`config.mk`:
```
export PLATFORM = sky130hd
export DESIGN_NAME = red_pitaya_pfd_unwrap
export DESIGN_NICKNAME = d
export VERILOG_FILES = /design/src/rtl/red_pitaya_pfd_unwrap.sv
export SDC_FILE = /design/constraint.sdc
export NUM_CORES = 1
export LEC_CHECK = 0
export ABC_AREA = 1
export CELL_PAD_IN_SITES_DETAIL_PLACEMENT = 0
export CELL_PAD_IN_SITES_GLOBAL_PLACEMENT = 1
export CORE_ASPECT_RATIO = 2
export CORE_MARGIN = 3
export CORE_UTILIZATION = 45
export DETAILED_ROUTE_END_ITERATION = 8
export GPL_TIMING_DRIVEN = 0
export HOLD_SLACK_MARGIN = 0.06
export PLACE_DENSITY_LB_ADDON = 0.1
export SETUP_SLACK_MARGIN = 0.2
export SLEW_MARGIN = 15
export SYNTH_ARGS = -nofsm -noshare
export SYNTH_HDL_FRONTEND = slang
export SYNTH_SLANG_ARGS = --single-unit
```
`constraint.sdc`:
```
create_clock -name clk_i -period 10.4 [get_ports clk_i]
set_input_delay 1.04 -clock clk_i [delete_from_list [all_inputs] [get_ports clk_i]]
set_output_delay 1.04 -clock clk_i [all_outputs]
set_load 0.05 [all_outputs]
```
`src/rtl/red_pitaya_pfd_unwrap.sv`:
```
// Unwraps the per-cycle wrapped phase word into a saturating multi-turn phase and
// produces a windowed frequency estimate (sum of phase steps over 2^FREQ_LOG2 samples).
module red_pitaya_pfd_unwrap #(
    parameter int PHASEWIDTH = 10,
    parameter int TURNWIDTH  = 4,
    parameter int SIGNALBITS = TURNWIDTH + PHASEWIDTH,
    parameter int FREQ_LOG2  = 10,
    parameter int SETTLE     = 8
) (
    input  logic                  clk_i,
    input  logic                  rst_i,
    input  logic [PHASEWIDTH-1:0] phase_i,
    input  logic                  phase_valid_i,
    input  logic                  clear_i,
    output logic [SIGNALBITS-1:0] integral_o,
    output logic [SIGNALBITS-1:0] freq_o,
    output logic                  freq_valid_o,
    output logic [1:0]            sat_o
);

    localparam int SUMBITS = SIGNALBITS + FREQ_LOG2;
    localparam int SCW     = $clog2(SETTLE + 2);

    localparam logic signed [SIGNALBITS-1:0] S_MAX = {1'b0, {(SIGNALBITS-1){1'b1}}};
    localparam logic signed [SIGNALBITS-1:0] S_MIN = {1'b1, {(SIGNALBITS-1){1'b0}}};
    localparam logic [SCW-1:0]       SETTLE_ONE = {{(SCW-1){1'b0}}, 1'b1};
    localparam logic [SCW-1:0]       SETTLE_END = SCW'(SETTLE);
    localparam logic [FREQ_LOG2-1:0] WIN_ONE    = {{(FREQ_LOG2-1){1'b0}}, 1'b1};
    localparam logic [FREQ_LOG2-1:0] WIN_LAST   = {FREQ_LOG2{1'b1}};

    typedef enum logic [1:0] {
        FLUSH   = 2'd0,
        TRACK   = 2'd1,
        SAT_POS = 2'd2,
        SAT_NEG = 2'd3
    } state_t;

    state_t                        state_q, state_d;
    logic signed [SIGNALBITS-1:0]  acc_q, acc_d;
    logic [PHASEWIDTH-1:0]         last_q, last_d;
    logic [SCW-1:0]                settle_q;
    logic [FREQ_LOG2-1:0]          win_cnt_q;
    logic signed [SUMBITS-1:0]     win_sum_q;
    logic signed [SIGNALBITS-1:0]  freq_q;
    logic                          freq_vld_q;

    logic signed [PHASEWIDTH-1:0]  step;
    logic signed [SIGNALBITS:0]    step_ext;
    logic signed [SIGNALBITS-1:0]  step_s;
    logic signed [SIGNALBITS:0]    acc_n;
    logic signed [SUMBITS-1:0]     sum_n;
    logic [SUMBITS-SIGNALBITS:0]   sum_top;
    logic signed [SIGNALBITS-1:0]  sum_sat;

    // Modular difference; a step of exactly half a turn reads as the negative half turn.
    assign step     = phase_i - last_q;
    assign step_ext = {{(SIGNALBITS+1-PHASEWIDTH){step[PHASEWIDTH-1]}}, step};
    assign step_s   = step_ext[SIGNALBITS-1:0];
    assign acc_n    = {acc_q[SIGNALBITS-1], acc_q} + step_ext;

    // Window sum uses the raw step so the estimate keeps running while the integral is clamped.
    assign sum_n   = win_sum_q + {{(SUMBITS-PHASEWIDTH){step[PHASEWIDTH-1]}}, step};
    assign sum_top = sum_n[SUMBITS-1:SIGNALBITS-1];

    always_comb begin
        sum_sat = sum_n[SIGNALBITS-1:0];
        if (!((&sum_top) || (~|sum_top))) begin
            sum_sat = sum_n[SUMBITS-1] ? S_MIN : S_MAX;
        end
    end

    always_comb begin
        state_d = state_q;
        acc_d   = acc_q;
        last_d  = phase_i;
        unique case (state_q)
            FLUSH: begin
                last_d = last_q;
                if (settle_q == SETTLE_END) begin
                    last_d  = phase_i;
                    acc_d   = SIGNALBITS'(phase_i);
                    state_d = TRACK;
                end
            end
            TRACK: begin
                if (acc_n[SIGNALBITS:SIGNALBITS-1] == 2'b01) begin
                    acc_d   = S_MAX;
                    state_d = SAT_POS;
                end else if (acc_n[SIGNALBITS:SIGNALBITS-1] == 2'b10) begin
                    acc_d   = S_MIN;
                    state_d = SAT_NEG;
                end else begin
                    acc_d = acc_n[SIGNALBITS-1:0];
                end
            end
            SAT_POS: begin
                if (step < 0) begin
                    acc_d   = S_MAX + step_s;
                    state_d = TRACK;
                end
            end
            SAT_NEG: begin
                if (step > 0) begin
                    acc_d   = S_MIN + step_s;
                    state_d = TRACK;
                end
            end
            default: begin
                state_d = FLUSH;
            end
        endcase
    end

    always_ff @(posedge clk_i) begin
        freq_vld_q <= 1'b0;
        if (rst_i || clear_i) begin
            state_q   <= FLUSH;
            acc_q     <= '0;
            last_q    <= '0;
            settle_q  <= '0;
            win_cnt_q <= '0;
            win_sum_q <= '0;
            freq_q    <= '0;
        end else if (phase_valid_i) begin
            state_q <= state_d;
            acc_q   <= acc_d;
            last_q  <= last_d;
            if (state_q == FLUSH) begin
                if (settle_q != SETTLE_END) begin
                    settle_q <= settle_q + SETTLE_ONE;
                end
            end else begin
                win_cnt_q <= win_cnt_q + WIN_ONE;
                if (win_cnt_q == WIN_LAST) begin
                    freq_q     <= sum_sat;
                    freq_vld_q <= 1'b1;
                    win_sum_q  <= '0;
                end else begin
                    win_sum_q <= sum_n;
                end
            end
        end
    end

    assign integral_o   = acc_q;
    assign freq_o       = freq_q;
    assign freq_valid_o = freq_vld_q;
    assign sat_o        = {state_q == SAT_NEG, state_q == SAT_POS};

endmodule

```
==> results.toml, run 1 <==
[routing]
drc = 0
drt_iter0_drc = 285
vias_per_cell = 5.25
drtPass1Iterations = 8
vias = 7162
wirelength_um = 23200
wl_per_cell_um = 17.0
detail-route-antenna-nets = 0

[global_route]
grt-ovfl-total = 0
antenna_found_initial = 0
track_usage_pct = 29.2
grt_pass1_vias = 7061
grt_max_degree = 26
grt_pass1_wl_um = 36100

[power_and_ir_drop]
clockPowerShare_pct = 39.7
power.leakage_uw = 0.00360
powerDensity_nw_per_um2 = 100
p_switching_uw = 250
ir_drop_mv = 0.0757
p_sw_share_pct = 32.9
sequentialPowerShare_pct = 39.9
intPower_uw = 510
total_power_uw = 760
combPwrFrac_pct = 20.4

[final_layout]
fill_cells = 1675
drive_gt1_share_pct = 3.42
fin_nets = 1239
final_cell_mix = "nand2_1 (361), inv_1 (164), a21oi_1 (113)"
final_common_cell = "nand2_1"
multi_input_area_um2 = 4330
syn2layout_area_growth_pct = 14.3
regArea_um2 = 1580
diodes = 0

[clock_network]
worstSkewPairLatency_ps = 360
cts_resized = 0
cts_made_buffers = 9
cts_tree = "built"
clock_path_buffers = 2
cts_num_sinks = 79
htreeDepth = 3
cts_hold_buf = 0
clkTransAtPathRegs_ps = 60
cts_root_buf = "clkbuf_16"
post_cts_buffers = 0

[place]
pre_cts_slack_ps = 4190
numPortBuffers = 44
place_hpwl_um = 19100
gp_congestion = 0.962

[sta]
setup_violations = 0
setup_ws_ps = 4530
period_needed_ps = 5870
tightest_slew_ps = 798
slew_headroom_pct = 46.6
rsz0062_at_grt = "false"
finalCritPeriodShare_pct = 56.5
fin_skew_ps = 16.2
max_freq_mhz = 170
finalHoldViolCount = 0
slew_viol_final = 0
fin_setup_tns_ps = 0

[floorplan]
die_h_um = 178
start_util_pct = 46.0
die_area_um2 = 16300
io-pin-count = 45
rows = 62
core_um2 = 14400
die_x_um = 91.9

[synth]
yosysTopAreaCell = "dfxtp_1"
syn_area_um2 = 6640
yosysSeqAreaShare_pct = 23.8
synthTopCellsByArea = "dfxtp_1 (24%), nand2_1 (20%), ha_1 (11%)"
ys_ff_latch = 79
synth.avg_cell_area_um2 = 5.97
yosys_warnings = 0
synth-async-reset-ratio_pct = 0
syn_nets = 1184
ys_types = 45
synth_top_area_share_pct = 23.8
synth_cells = 1111
synth-edff-count = 0
synth_ff_type = "dfxtp_1"

[worst_setup_path]
required_ps = 10650
path_class = "in2reg"
timing.rr.start = "last_q[0]"
cp_slowest_cell = "xor2_1"
ff2ff_path_depth = 26
crit_start = "phase_i[0]"
cp-end-kind = "register"
r2r_slack_ps = 5410
worstSetupStartpointType = "input pin"
cp.arrival_ps = 6120
crit_path_end = "integral_o[4]"
timing.rr.end = "integral_o[4]"
path_common_cell = "nand2_1"
cpPeakStageDelay_ps = 650
cp_max_fo = 9

[hold_path]
hp-class = "reg2reg"

[run]
cap_viol_max_count = 0

[status]
status = "complete, no violations"
-- worst max-delay path: cells and delay by family --
family | cells | cell delay, ps
and+or+nand+nor | 9 | 850
AOI/OAI and AO/OA | 8 | 1250
buffers and inverters | 5 | 1030
xor gates and xnor gates | 2 | 810
adders and majority gates | 4 | 1120
-- synth_stat cells, types with 2 or more instances --
cell type / n
buf_1: 2
xnor2_1: 4
xor2_1: 14
nand3b_1: 3
a31oi_1: 2
inv_1: 164
nand2_2: 4
o211ai_1: 2
nand2_1: 361
o22ai_1: 2
nor2_1: 97
ha_1: 56
nor3_1: 8
nand3_1: 72
clkbuf_1: 13
a21oi_1: 113
nand4_1: 11
buf_2: 4
o21bai_1: 2
nor2_2: 2
o21ai_1: 2
or2_2: 2
xor2_2: 2
inv_2: 4
dfxtp_1: 79
fa_1: 3
buf_4: 2
a21o_1: 2
nor3_2: 2
o21ai_0: 59
a221oi_1: 2
a21boi_0: 3
-- kinds of logic (layout without fill, tap and decap cells) --
| family | Yosys count | in the layout | share of synthesized area (%) |
|---|---|---|---|
| AO/OA/AOI/OAI | 196 | 196 | 15.8 |
| XOR/XNOR | 20 | 20 | 2.87 |
| adder cells (fa/ha/maj) | 59 | 59 | 11.5 |
| buffers and inverters | 189 | 249 | 10.9 |
| flip-flops | 79 | 79 | 23.8 |
| AND/OR/NAND/NOR | 568 | 568 | 35.2 |
-- worst min path at each step --
stage                          from         to  slack (ps)  depth (start not counted)
final                     last_q[5]  last_q[5]         460                          2
after global routing      last_q[6]  last_q[6]         480                          2
after CTS                 last_q[5]  last_q[5]         460                          2
after detailed placement  last_q[5]  last_q[5]         450                          2
after global placement    last_q[3]  last_q[3]         450                          2
after floorplan           last_q[2]  last_q[2]         430                          2
-- metrics by stage --
stage                     cell area [um^2]  cells  hold WS (ps)  util, %
after global routing                  7580   1363           480     52.5
final                                 7580   1363           462     52.5
after floorplan                       6640   1111           433        -
after CTS                             7580   1363           464     52.5
after global placement                7320   1347           448     50.7
after detailed placement              7320   1347           454     50.7
-- per-layer routing --
| layer | global-route usage [%] | share of wire (%) |
|---|---|---|
| met1 | 24.5 | 32 |
| met2 | 59.2 | 57 |
| met3 | 3.69 | 3.0 |
| met4 | 22.6 | 8.4 |
| met5 | 0 | 0 |
-- state kept, by name (all words and copies together), names as in the netlist --
register,cells
last_q,10
state_q,2
settle_q,4
win_cnt_q,10
freq_o,14
win_sum_q,24
integral_o,14
freq_valid_o,1
-- layout make-up --
cell class,count,area share [%]
Buffer,21,1.20
Clock buffer,11,3.07
Clock inverter,5,0.446
Inverter,168,8.32
Multi-Input combinational cell,843,57.1
Sequential cell,79,20.9
Tap cell,192,3.17
Timing Repair Buffer,44,5.81
-- power groups by stage --
stage | registers [uW] | clock network, uW | logic [uW]
2_1_floorplan | 310 | 0 | 102
3_3_place_gp | 310 | 0 | 153
3_5_place_dp | 310 | 0 | 153
4_1_cts | 303 | 311 | 154
5_1_grt | 303 | 319 | 170
6_report | 303 | 302 | 155
Power figures use the tool's default switching activity.
==> run 2: changes to the inputs <==
--- a/config.mk
+++ b/config.mk
@@ -10,7 +10,7 @@
 export CELL_PAD_IN_SITES_GLOBAL_PLACEMENT = 1
 export CORE_ASPECT_RATIO = 2
 export CORE_MARGIN = 3
-export CORE_UTILIZATION = 45
+export CORE_UTILIZATION = 38
 export DETAILED_ROUTE_END_ITERATION = 8
 export GPL_TIMING_DRIVEN = 0
 export HOLD_SLACK_MARGIN = 0.06
==> constraint.sdc (replaced) <==
create_clock -name clk_i -period 5.4 [get_ports clk_i]
set_input_delay 0.54 -clock clk_i [delete_from_list [all_inputs] [get_ports clk_i]]
set_output_delay 0.54 -clock clk_i [all_outputs]
set_load 0.05 [all_outputs]
==> run 2 against run 1 <==
Via count shrank 1.7%. Clock power grew 110%. Count of clock-buffer cells in the layout decreased by 2. Register-to-register slack got worse by 4500 ps. Power increased by 100%. Die area rose by 17%. Critical path depth increased by 1. Design area rose by 2.6%. Sequential power is 93% higher. Routed wire length increased by 2.7%. Core utilization fell by 6.6 points. Largest cell class unchanged.
==> results.toml, run 2 (same netlist as run 1, synthesis figures left out) <==
[sta]
slew_headroom_pct = 50.5
max_freq_mhz = 204
setup_violations = 0
tightest_slew_ps = 740
rsz0062_at_grt = "true"
fin_setup_tns_ps = 0
finalCritPeriodShare_pct = 90.6
finalHoldViolCount = 0
holdWs_ps = 464
fin_skew_ps = 11.7
period_needed_ps = 4890
setup_ws_ps = 508
slew_viol_final = 0

[worst_setup_path]
path_class = "in2reg"
required_ps = 5690
cp_slowest_cell = "clkdlybuf4s50_1"
cp.arrival_ps = 5180
r2r_slack_ps = 890
timing.rr.start = "last_q[6]"
ff2ff_path_depth = 29
crit_path_end = "integral_o[4]"
path_common_cell = "nand2_1"
crit_start = "phase_i[5]"
cp_max_fo = 25
cp-end-kind = "register"
cpPeakStageDelay_ps = 580
worstSetupStartpointType = "input pin"
timing.rr.end = "integral_o[4]"

[final_layout]
fin_nets = 1243
drive_gt1_share_pct = 5.02
final_common_cell = "nand2_1"
fin_area_um2 = 7780
regArea_um2 = 1580
multi_input_area_um2 = 4430
final_cell_mix = "nand2_1 (360), inv_1 (163), a21oi_1 (113)"
largest_register_ffs = 24
syn2layout_area_growth_pct = 17.2
regMostFlops = "win_sum_q"
fill_cells = 1880
diodes = 0

[place]
pre_cts_slack_ps = -319
gp_congestion = 0.956
place_hpwl_um = 19800
placed_cell_area_um2 = 7330
numPortBuffers = 44

[floorplan]
start_util_pct = 39.2
io-pin-count = 45
die_h_um = 193
die_x_um = 99.4
core_um2 = 16900
die_area_um2 = 19200
rows = 67

[clock_network]
htreeDepth = 3
clock_path_buffers = 2
cts_made_buffers = 9
cts_num_sinks = 79
cts_hold_buf = 0
cts_tree = "built"
worstSkewPairLatency_ps = 350
cts_root_buf = "clkbuf_16"
clkTransAtPathRegs_ps = 70

[global_route]
grt_max_degree = 26
track_usage_pct = 25.3
grt_pass1_wl_um = 36900
grt_pass1_vias = 7194
antenna_found_initial = 0
grt-ovfl-total = 0

[power_and_ir_drop]
powerDensity_nw_per_um2 = 199
power.leakage_uw = 0.00367
total_power_uw = 1550
ir_drop_mv = 0.127

[routing]
vias_per_cell = 5.09
drt_iter0_drc = 194
drtPass1Iterations = 5
vias = 7040
drc = 0
detail-route-antenna-nets = 0
wirelength_um = 23800
wl_per_cell_um = 17.2

[status]
status = "complete, no violations"

[hold_path]
hp-class = "reg2reg"

[run]
cap_viol_max_count = 0
-- run 2: cell count changes in the layout (fill, tap and decap cells not counted), sizes merged --
cell,delta
clkinv,+2
clkbuf,-2
clkinvlp,-2
dlymetal6s2s,+2
bufinv,+1
clkdlybuf4s50,-2
buf,+4
inv,+1
-- run 2: worst min path at each step --
stage / startpoint / endpoint / slack, ps / cells after the start
3_5_place_dp: last_q[5] / last_q[5] / 460 / 2
4_1_cts: last_q[5] / last_q[5] / 470 / 2
3_3_place_gp: last_q[2] / last_q[2] / 450 / 2
5_1_grt: last_q[6] / last_q[6] / 490 / 2
6_report: last_q[8] / last_q[8] / 460 / 2
2_1_floorplan: last_q[2] / last_q[2] / 430 / 2
-- run 2: final cells by class --
class | instances | share of cell area, %
multi-input cells | 843 | 57.0
flip-flops and latches | 79 | 20.3
inverters | 168 | 8.14
repair buffers | 48 | 6.11
well taps | 207 | 3.33
clock buffers | 9 | 2.90
plain buffers | 21 | 1.21
clock inverters | 7 | 1.01
-- run 2: repair_timing --
item,4_1_cts,5_1_grt
gates resized for setup,4,19
setup buffers,0,4
setup endpoints to repair,5,13
endpoints found under the hold margin,0,0
pin swaps,0,1
-- run 2: where the power goes --
| part | internal (uW) | switching [uW] | total, uW | leakage [uW] |
|---|---|---|---|---|
| Combinational | 97.9 | 215 | 313 | 0.00288 |
| Sequential | 583 | 0.595 | 584 | 0.000636 |
| Clock | 364 | 285 | 649 | 0.000150 |
-- run 2: routing by layer --
layer  routed length, um  part of all wire (%)  up-vias  global-route usage, %
met5                   0                     0        -                      0
met4                1700                   7.1        0                   17.6
met3                 574                   2.4       59                   2.10
met2               13600                    57      139                   52.5
met1                7910                    33     3183                   21.6
li1                    -                     -     3659                      -
-- run 2: metrics by stage --
step / util [%] / cells
floorplan: - / 1111
detailed placement: 43.3 / 1362
global route: 45.9 / 1382
finish: 45.9 / 1382
CTS: 45.2 / 1378
global placement: 43.3 / 1362
-- run 2: worst max-delay path, delay by kind of cell --
| family | cells | cell delay [ps] |
|---|---|---|
| and+or+nand+nor | 15 | 1580 |
| xor gates and xnor gates | 1 | 200 |
| AOI/OAI and AO/OA | 6 | 780 |
| buffers and inverters | 4 | 1040 |
| adders and majority gates | 3 | 1010 |
